File: config.mk
export PLATFORM = sky130hd
export DESIGN_NAME = fpu_mul_arbiter
export DESIGN_NICKNAME = d
export VERILOG_FILES = /design/src/rtl/fpu_mul_arbiter.sv
export SDC_FILE = /design/constraint.sdc
export NUM_CORES = 1
export LEC_CHECK = 0
export ABC_CLOCK_PERIOD_IN_PS = 2300
export BUFFER_PORTS_ARGS = -buffer_cell sky130_fd_sc_hd__buf_4
export CELL_PAD_IN_SITES_DETAIL_PLACEMENT = 1
export CELL_PAD_IN_SITES_GLOBAL_PLACEMENT = 1
export CORE_MARGIN = 2
export CORE_UTILIZATION = 27
export CTS_CLUSTER_DIAMETER = 120
export DETAILED_ROUTE_END_ITERATION = 8
export HOLD_SLACK_MARGIN = 0.03
export MAX_ROUTING_LAYER = met4
export PLACE_DENSITY = 0.77
export SYNTH_ARGS = -nofsm -noshare
export SYNTH_HDL_FRONTEND = slang
export SYNTH_SLANG_ARGS = --single-unit
File: constraint.sdc
create_clock -name clk -period 2.3 [get_ports clk]
set_input_delay 0.46 -clock clk [delete_from_list [all_inputs] [get_ports clk]]
set_output_delay 0.46 -clock clk [all_outputs]
set_load 0.005 [all_outputs]
File: src/rtl/fpu_mul_arbiter.sv
// fpu_mul_arbiter: shares one FP32 multiplier between NREQ requesters.
// Round-robin grant, one operation in flight, result held until the
// consumer accepts it. Data passes through bit-exact.
module fpu_mul_arbiter #(
    parameter int NREQ        = 4,
    parameter int IDW         = 2,
    parameter int MUL_LATENCY = 0
) (
    input  logic              clk,
    input  logic              rst_n,
    input  logic [NREQ-1:0]   req_valid,
    output logic [NREQ-1:0]   req_ready,
    input  logic [NREQ*32-1:0] req_a,
    input  logic [NREQ*32-1:0] req_b,
    output logic              resp_valid,
    input  logic              resp_ready,
    output logic [IDW-1:0]    resp_id,
    output logic [31:0]       resp_data,
    output logic [31:0]       mul_a,
    output logic [31:0]       mul_b,
    input  logic [31:0]       mul_op,
    output logic              busy
);

    localparam int CNTW = (MUL_LATENCY > 0) ? $clog2(MUL_LATENCY + 1) : 1;

    typedef enum logic [1:0] {
        IDLE = 2'd0,
        EXEC = 2'd1,
        RESP = 2'd2
    } state_e;

    state_e           state_q;
    logic [IDW-1:0]   ptr_q;
    logic [CNTW-1:0]  cnt_q;
    logic [31:0]      mul_a_q;
    logic [31:0]      mul_b_q;
    logic [31:0]      resp_data_q;
    logic [IDW-1:0]   resp_id_q;
    logic             resp_valid_q;

    logic [2*NREQ-1:0] rot_wide;
    logic [NREQ-1:0]   rot_valid;
    logic              any_req;
    logic [IDW-1:0]    grant_idx;
    logic [NREQ-1:0]   grant_oh;
    logic [IDW:0]      idx_sum;
    logic [31:0]       sel_a;
    logic [31:0]       sel_b;
    logic [IDW-1:0]    ptr_d;

    // Round-robin search: rotate req_valid so bit k is requester (ptr+k) mod NREQ,
    // then take the first set bit and map it back to a requester index.
    always_comb begin
        // NOTE: every combinational output gets a default first, so no path leaves it unassigned and no latch is inferred.
        rot_wide  = {req_valid, req_valid} >> ptr_q;
        rot_valid = rot_wide[NREQ-1:0];
        any_req   = 1'b0;
        grant_idx = '0;
        idx_sum   = '0;
        for (int k = 0; k < NREQ; k++) begin
            if (!any_req && rot_valid[k]) begin
                any_req = 1'b1;
                idx_sum = {1'b0, ptr_q} + (IDW+1)'(k);
                if (idx_sum >= (IDW+1)'(NREQ)) begin
                    idx_sum = idx_sum - (IDW+1)'(NREQ);
                end
                grant_idx = idx_sum[IDW-1:0];
            end
        end
    end

    // One-hot grant and operand mux for the selected requester.
    always_comb begin
        grant_oh = '0;
        sel_a    = '0;
        sel_b    = '0;
        for (int i = 0; i < NREQ; i++) begin
            grant_oh[i] = any_req && (grant_idx == IDW'(i));
            if (grant_oh[i]) begin
                sel_a = req_a[32*i +: 32];
                sel_b = req_b[32*i +: 32];
            end
        end
        ptr_d = (grant_idx == IDW'(NREQ - 1)) ? '0 : grant_idx + 1'b1;
    end

    // Accept strobe only while idle and out of reset.
    assign req_ready = (state_q == IDLE && rst_n) ? grant_oh : '0;

    // Control FSM with registered datapath outputs.
    always_ff @(posedge clk or negedge rst_n) begin
        if (!rst_n) begin
            state_q      <= IDLE;
            ptr_q        <= '0;
            cnt_q        <= '0;
            mul_a_q      <= '0;
            mul_b_q      <= '0;
            resp_data_q  <= '0;
            resp_id_q    <= '0;
            resp_valid_q <= 1'b0;
        end else begin
            // NOTE: state registers use non-blocking assignments so every flop samples pre-edge values.
            case (state_q)
                IDLE: begin
                    if (any_req) begin
                        mul_a_q   <= sel_a;
                        mul_b_q   <= sel_b;
                        resp_id_q <= grant_idx;
                        cnt_q     <= CNTW'(MUL_LATENCY);
                        ptr_q     <= ptr_d;
                        state_q   <= EXEC;
                    end
                end
                EXEC: begin
                    if (cnt_q != '0) begin
                        cnt_q <= cnt_q - 1'b1;
                    end else begin
                        resp_data_q  <= mul_op;
                        resp_valid_q <= 1'b1;
                        state_q      <= RESP;
                    end
                end
                RESP: begin
                    if (resp_ready) begin
                        resp_valid_q <= 1'b0;
                        state_q      <= IDLE;
                    end
                end
                default: begin
                    state_q <= IDLE;
                end
            endcase
        end
    end

    assign mul_a      = mul_a_q;
    assign mul_b      = mul_b_q;
    assign resp_data  = resp_data_q;
    assign resp_id    = resp_id_q;
    assign resp_valid = resp_valid_q;
    assign busy       = (state_q != IDLE);

endmodule

Word level (Yosys, flattened, before mapping)
Index checks and enable logic that the tools add are counted.
Widths: inputs -> output; s select.
{"block": "totals", "wordCells": 84, "out_inout_bits": 104, "reg_bits": 104}
{"block": "op_classes", "n_eq_ne": 8, "n_shift": 1, "bitwise_logic": 1, "reduce_logical": 21, "add_sub_neg": 9, "n_mux": 32, "order_cmp": 4}
{"cell": "$mux 32", "count": 8}
{"cell": "$mux 2", "count": 12}
{"cell": "$ge 3x3->1 const B", "count": 3}
{"cell": "$logic_and 1x1->1", "count": 8}
{"cell": "$mux 1", "count": 8}
{"cell": "$shr 8x2->4", "count": 1}
{"cell": "$sub 2x1->2 const B", "count": 4}
{"cell": "$add 2x2->3 const B", "count": 2}
{"cell": "$eq 2x2->1 const B", "count": 3}
{"cell": "$ne 2x2->1 const B", "count": 3}
{"cell": "$pmux 2 s3", "count": 1}
{"cell": "$reduce_and 2->1", "count": 3}
{"cell": "$reduce_and 3->1", "count": 2}
{"cell": "$reduce_bool 2->1", "count": 3}
{"cell": "$eq 2x1->1 const B", "count": 2}
{"cell": "$logic_not 2->1", "count": 2}
{"cell": "$mux 4", "count": 1}
{"cell": "$pmux 1 s2", "count": 2}
{"cell": "$add 2x1->3 const B", "count": 1}
{"cell": "$ge 2x3->1 const B", "count": 1}
{"cell": "$logic_not 1->1", "count": 3}
{"cell": "$add 2x1->2 const B", "count": 1}
{"cell": "$not 1->1", "count": 1}
{"cell": "$sub 1x1->1 const B", "count": 1}

Logic depth before layout (Yosys ltp)
Gate-level depths: netlist of run 1.
{"block": "depth", "word_depth": 17, "ltp_mapped": 9}

Worst setup path after synthesis of run 1
Ideal clock, no wire load.
{"block": "synth_timing", "kind": "input -> output", "from": "input port req_valid[3]", "to": "output port req_ready[2]", "arrival_ns": 1.879, "path_buffers": 2, "setup_slack_ns": -0.039, "cell_stages": 7, "cell_sequence": "nand2b_1 a21boi_0 nor3_1 ha_1 clkbuf_1 clkbuf_1 and3_1"}
{"block": "synth_between", "elab_chain_cells": 14, "word_cells_on_any_way": 18, "cone_classes": "eq/ne: 1; shift: 1; mux: 9; reduce/logical: 7"}
{"item": "start, declared", "line": "11", "text": "input logic [NREQ-1:0] req_valid,"}
{"item": "$shr 8x2->4 (*)", "line": "56", "text": "rot_wide = {req_valid, req_valid} >> ptr_q;"}
{"item": "$mux 1", "line": "62", "text": "if (!any_req && rot_valid[k]) begin"}
{"item": "$logic_not 1->1", "line": "62"}
{"item": "$logic_and 1x1->1", "line": "62"}
{"item": "$mux 1", "line": "62"}
{"item": "$logic_not 1->1", "line": "62"}
{"item": "$logic_and 1x1->1", "line": "62"}
{"item": "$mux 1", "line": "62"}
{"item": "$logic_not 1->1", "line": "62"}
{"item": "$logic_and 1x1->1", "line": "62"}
{"item": "$mux 2 (*)", "line": "62"}
{"item": "net grant_idx[1]", "line": "45", "text": "logic [IDW-1:0] grant_idx;"}
{"item": "$eq 2x2->1 (*)", "line": "79", "text": "grant_oh[i] = any_req && (grant_idx == IDW'(i));"}
{"item": "$logic_and 1x1->1 (*)", "line": "79"}
{"item": "$mux 4 (*)", "line": "89", "text": "assign req_ready = (state_q == IDLE && rst_n) ? grant_oh : '0;"}
{"item": "end, declared", "line": "12", "text": "output logic [NREQ-1:0] req_ready,"}
The timed path passes the listed nets; every way through them passes the cells marked *.

Worst setup path after layout of run 1
{"block": "layout_timing", "from": "register ptr_q[1]", "to": "output port req_ready[2]"}
{"block": "layout_between", "elab_chain_cells": 14, "word_cells_on_any_way": 33, "cone_classes": "add/sub: 7; order compare: 4; eq/ne: 1; shift: 1; mux: 13; reduce/logical: 7"}
{"item": "start, declared", "line": "34", "text": "logic [IDW-1:0] ptr_q;"}
{"item": "start signal, assigned", "line": "111", "text": "ptr_q <= ptr_d;"}
{"item": "branches (longest 12 deep; another with $add 2x1->3)"}
{"item": "$logic_and 1x1->1 (*)", "line": "79"}
{"item": "$mux 4 (*)", "line": "89"}
Mark *: on every way between the ends.

==> metrics.yaml, run 1 <==
drt-vias-per-instance: 5.28
crit_type: "reg -> out"
pre_cts_slack_ns: -0.325
r2r-start: "ptr_q[1]"
start_util_pct: 27.6
yosys-mux-area-fraction_pct: 5.96
cts_buffers: 9
drv_slew: 0
mostFrequentLayoutCells: "buf_4 (438), a21oi_1 (119), dfrtp_1 (101), inv_1 (66)"
slowest_delay_ns: 0.45
tightest_slew_ns: 0.812
grt_pass1_wl_um: 44300
drt-initial-drc-count: 380
ys_ff_latch: 103
antenna_left: 0
multi_input_area_sq_um: 3320
post-route-period-util_pct: 109
clk_pin_slew_ns: 0.08
cp_max_fo: 5
whs_ns: 0.329
skew_ns: 0.0126
layout_setup_ws_ns: -0.197
p_leak_nw: 5.01
drive_gt1_share_pct: 51.2
p_per_area_nw_per_um2: 1280
min_period_ns: 2.50
worst_setup_path_start_kind: "flop"
die_w_um: 156
irDropWorstVdd_uv: 399
ys_seq_area_share_pct: 41.3
drc: 0
synth_compound_area_share_pct: 29.4
cts_root_buf: "clkbuf_16"
rsz0062_at_grt: "true"
gr-total-overflow: 0
r2r_slack_ns: -0.13
hp-class: "in -> reg"
power_w: 0.0138
cp-end-kind: "output port"
final_common_cell: "buf_4"
dr.pass1.iters: 4
syn_avg_cell_area_sq_um: 8.91
gp_congestion: 0.834
netlist_area_sq_um: 6240
core_sq_um: 22600
violations: "setup timing"
crit_required_ns: 1.84
antenna_found_initial: 1
instances_no_fill: 1402
synth_fa_ha_area_share_pct: 0.802
worstSkewPairLatency_ns: 0.35
wl_per_cell_um: 22.5
dpl.cell_count: 1355
slowest_stage: "dfrtp_2"
syn-num-nets: 999
syn_inst: 700
clock_sinks: 103
dieHeight_um: 156
io_buffers: 398
cts_tree: "yes"
routed_wl_um: 31500
outcome: "finished, violations left"
relSlewSlack_pct: 45.8
setup-tns-final_ns: -4.83
num-nets-final: 1410
rr_endpoint: "mul_b[28]"
clockBufferDepth: 2
min_path_cells: 2
synth-xor-area-share_pct: 0
crit_path_cell_trace: "nand2_2 > nor2_2 > or3_4 > ha_4 > buf_12 > and3_4 > buf_6"
cts_max_level: 3
grt_max_degree: 66
cp.arrival_ns: 2.04
io_pins: 399
setup_viol: 67
register_area_sq_um: 2580
synth_top_family_by_area: "compound AO/OA/AOI/OAI gates"
fillers: 2622
synth.distinct_cells: 31
hold_viol: 0
yosys.area_share.simple_pct: 13.5
maxCapViolations: 0
fp-row-count: 55
die_area_sq_um: 24300
max_freq_mhz: 401
dpl.hpwl_um: 21000
grt_use_total_pct: 24.5
grt_pass1_vias: 7675
yosysWarnings: 0
num_vias: 7397
holdPathEnd: "resp_data[5]"
area_growth_pct: 72.8
worstHoldStart: "mul_op[5]"
r2r_cells: 10
[stage by stage]
step	instance area, sq um	util, %
after floorplan	6240	-
after global placement	9780	43.2
after detailed placement	9780	43.2
after CTS	10500	46.5
after global routing	10800	47.6
final	10800	47.6
[repair_timing]
item / CTS / global route
setup endpoints to repair: 67 / 68
hold buffers: 1 / 0
buffers inserted: 15 / 3
resized for setup: 33 / 31
pin swaps: 15 / 15
hold endpoints to repair: 8 / 0
cloned: 7 / 4
[cell usage after synthesis]
master	count	area [sq um]
nor3_1	2	10.0
o21ai_0	3	15.0
inv_2	1	3.75
a31oi_2	10	125
o22ai_1	1	6.26
a21o_1	2	15.0
nand2_2	1	6.26
ha_1	4	50.1
nand3b_1	64	480
or3_1	2	12.5
or4_4	1	11.3
o41a_1	1	11.3
dfrtp_1	103	2580
buf_2	17	85.1
a21oi_1	131	656
mux2_2	32	360
mux2_1	1	11.3
nor2_1	5	18.8
buf_6	2	22.5
nand2b_1	3	18.8
a31oi_1	54	338
clkbuf_1	52	195
nor2b_1	1	6.26
nand2_1	66	248
and3_1	4	25.0
a21boi_0	1	7.51
o41ai_1	2	17.5
a221o_1	64	641
inv_1	66	248
buf_1	3	11.3
nor4_1	1	6.26
[logic make-up (layout without fill, tap and decap cells)]
group	Yosys count	in the layout
muxes	33	33
DFF	103	103
other	0	1
adders and majority gates	4	4
buffers and inverters	141	557
and+or+nand+nor	150	150
AOI/OAI and AO/OA	269	269
[where the power goes]
part / internal [W] / leakage, nW / switching (W) / total (W)
combinational: 0.00461 / 3.67 / 0.00420 / 0.00881
clock: 0.000784 / 0.145 / 0.000767 / 0.00155
sequential: 0.00280 / 1.19 / 0.000615 / 0.00341
total: 0.00819 / 5.01 / 0.00558 / 0.0138
[area by class of cell]
class                      count  share of cell area (%)
tap                          285                    3.31
multi-input combinational    456                    30.8
timing repair buffer         474                    36.9
antenna                        1                  0.0232
sequential                   103                    23.9
clock inverter                 6                   0.476
clock buffer                  10                    2.22
inverter                      67                    2.33
[routing by layer]
metal  wire, um  up-vias  track usage [%]
met5          0        -                -
met4        962        0             9.65
met3       2000       56             4.28
met2      15900      358             42.0
met1      12700     3594             28.7
li1           -     3389                -
[worst max-delay path by stage]
stage / slack [ns] / startpoint / end / cells past startpoint
after CTS: -0.22 / ptr_q[1] / req_ready[2] / 8
after global placement: -0.27 / req_valid[2] / req_ready[1] / 8
final: -0.20 / ptr_q[1] / req_ready[2] / 7
after floorplan: 0.03 / req_valid[3] / mul_a[12] / 9
after global routing: -0.26 / ptr_q[1] / req_ready[2] / 7
after detailed placement: -0.33 / req_valid[2] / mul_a[3] / 9
[sequential cells by signal (all words and copies together), names as in the netlist]
register	count
resp_id	2
ptr_q	2
mul_a	32
state_q	2
mul_b	32
resp_data	32
resp_valid	1
[critical path: cells and delay by family, from the launching register on]
kind	cells	cell delay, ns
buffers and inverters	2	0.24
DFF	1	0.45
and+or+nand+nor	4	0.80
adders and majority gates	1	0.19
Power figures use the tool's default switching activity.
==> run 2, diff against run 1 <==
- RECOVER_POWER: default -> 25
==> metrics.yaml, run 2 (synthesis results as in run 1) <==
outcome: "finished, violations left"
violations: "setup timing"
cp.arrival_ns: 2.04  # about the same
cts_buffers: 9  # unchanged
num_vias: 7411  # +0.19%
critPathTopFamily: "simple AND/OR/NAND/NOR gates"
cts_max_level: 3  # unchanged
swShare_pct: 40.7  # +0.23 points
fillers: 2623  # +0.038%
mostFrequentLayoutCells: "buf_4 (410), a21oi_1 (119), dfrtp_1 (101), inv_1 (66)"
area_growth_pct: 72.1
drt-vias-per-instance: 5.29  # +0.19%
cp-end-kind: "output port"
cts_tree: "yes"
setup_viol: 67  # unchanged
p_seq_share_pct: 24.9  # about the same
crit_required_ns: 1.84  # about the same
path_common_cell: "buf_6"
tightest_slew_ns: 0.808  # -0.00415 ns
busiest_layer: "met2"
p_leak_nw: 4.97  # -0.81%
worst_setup_path_start_kind: "flop"
crit_path_cell_trace: "buf_6 > nand2_4 > a21oi_4 > buf_6 > nor3_4 > ha_4 > buf_12 > and3_4 > buf_6"
grt_use_total_pct: 24.5  # unchanged
rsz0062_at_grt: "true"
wl_per_cell_um: 22.5  # -0.16%
skew_ns: 0.0121  # -0.000443 ns
cts_root_buf: "clkbuf_16"
r2r_slack_ns: -0.13  # about the same
grt_pass1_wl_um: 44300  # unchanged
num-nets-final: 1410  # unchanged
setup-tns-final_ns: -5.07  # -0.244 ns
use_met2_pct: 42.0  # unchanged
worstSkewPairLatency_ns: 0.35  # about the same
grt_use_met3_pct: 4.28  # unchanged
final_common_cell: "buf_4"
drv_slew: 0  # unchanged
gp_congestion: 0.834  # unchanged
dieHeight_um: 156  # unchanged
io_pins: 399  # unchanged
pwr-share-clk_pct: 11.3  # about the same
layout_setup_ws_ns: -0.197  # -0.000732 ns
antenna_found_initial: 1  # unchanged
core_sq_um: 22600  # unchanged
clock_sinks: 103  # unchanged
grt_pass1_vias: 7675  # unchanged
dpl.cell_count: 1355  # unchanged
antenna_left: 0  # unchanged
min_period_ns: 2.50  # +0.000732 ns
path_buf_inv: 4  # +2
cp_max_fo: 5  # unchanged
slowest_stage: "dfrtp_2"
p_per_area_nw_per_um2: 1270  # -0.27%
drc: 0  # unchanged
clk_pin_slew_ns: 0.08  # about the same
grt_max_degree: 66  # unchanged
slowest_delay_ns: 0.45  # about the same
drive_gt1_share_pct: 50.3  # -0.90 points
dr.pass1.iters: 4  # unchanged
grt_use_met1_pct: 28.7  # unchanged
whs_ns: 0.331  # +0.00196 ns
instances_no_fill: 1402  # unchanged
gr-total-overflow: 0  # unchanged
post-route-period-util_pct: 109  # about the same
routed_wl_um: 31500  # -0.16%
crit_type: "reg -> out"
hp-class: "in -> reg"
maxCapViolations: 0  # unchanged
start_util_pct: 27.6  # unchanged
max_freq_mhz: 400  # about the same
pre_cts_slack_ns: -0.325  # unchanged
io_buffers: 398  # unchanged
switching_power_w: 0.00557  # about the same
cellInternalPower_w: 0.00811  # -1.0%
pwr-share-comb_pct: 63.8  # -0.2 points
clockBufferDepth: 2  # unchanged
relSlewSlack_pct: 46.1  # +0.28 points
fp-row-count: 55  # unchanged
hold_viol: 0  # unchanged
drt-initial-drc-count: 407  # +7.1%
irDropWorstVdd_uv: 398  # -0.30%
dpl.hpwl_um: 21000  # unchanged
die_w_um: 156  # unchanged
die_area_sq_um: 24300  # unchanged
run 2: cell count changes in the layout (fill, tap and decap cells not counted):
cell      previous run  this run
buf_4              438       410
clkbuf_2             0         2
clkbuf_4             0        16
clkbuf_1             0        10
run 2: routing by layer:
metal | routed length, um | part of all wire, % | up-vias
li1 | - | - | 3390
met1 | 12600 | 40 | 3611
met2 | 15900 | 50 | 358
met3 | 2030 | 6.4 | 52
met4 | 926 | 2.9 | 0
met5 | 0 | 0 | -
run 2: cell type report:
| type | instances | area (sq um) | area share (%) |
|---|---|---|---|
| sequential | 103 | 2580 | 24.0 |
| antenna | 1 | 2.50 | 0.0233 |
| tap | 285 | 357 | 3.32 |
| multi-input combinational | 456 | 3320 | 30.9 |
| timing repair buffer | 474 | 3940 | 36.7 |
| clock buffer | 10 | 239 | 2.23 |
| clock inverter | 6 | 51.3 | 0.478 |
| inverter | 67 | 251 | 2.34 |
run 2: repair_timing:
| action | 4_1_cts | 5_1_grt |
|---|---|---|
| resized for setup | 33 | 31 |
| endpoints found under the setup margin | 67 | 68 |
| pin swaps | 15 | 15 |
| setup buffers | 15 | 3 |
| endpoints found under the hold margin | 8 | 0 |
| cloned | 7 | 4 |
| hold buffers | 1 | 0 |
run 2: stage by stage:
stage	util [%]	power [W]	cell area (sq um)
CTS	46.5	0.0135	10500
global route	47.4	0.0146	10700
detailed placement	43.2	0.0110	9780
floorplan	-	0.00733	6240
finish	47.4	0.0137	10700
global placement	43.2	0.0108	9780
run 2: power by group through the flow:
stage	sequential, W	clock (W)	combinational, W
floorplan	0.00337	0	0.00396
global placement	0.00336	0	0.00741
detailed placement	0.00342	0	0.00761
CTS	0.00340	0.00159	0.00848
global route	0.00351	0.00167	0.00937
finish	0.00341	0.00155	0.00873
run 2: final timing paths:
kind | to | cells after the start | from
max | req_ready[1] | 9 | ptr_q[1]
min | resp_data[5] | 2 | mul_op[5]
max reg2reg | mul_b[19] | 10 | ptr_q[1]
min reg2reg | resp_data[20] | 1 | resp_data[20]
max in group asynchronous | mul_b[25] | 3 | rst_n
min in group asynchronous | mul_a[31] | 2 | rst_n
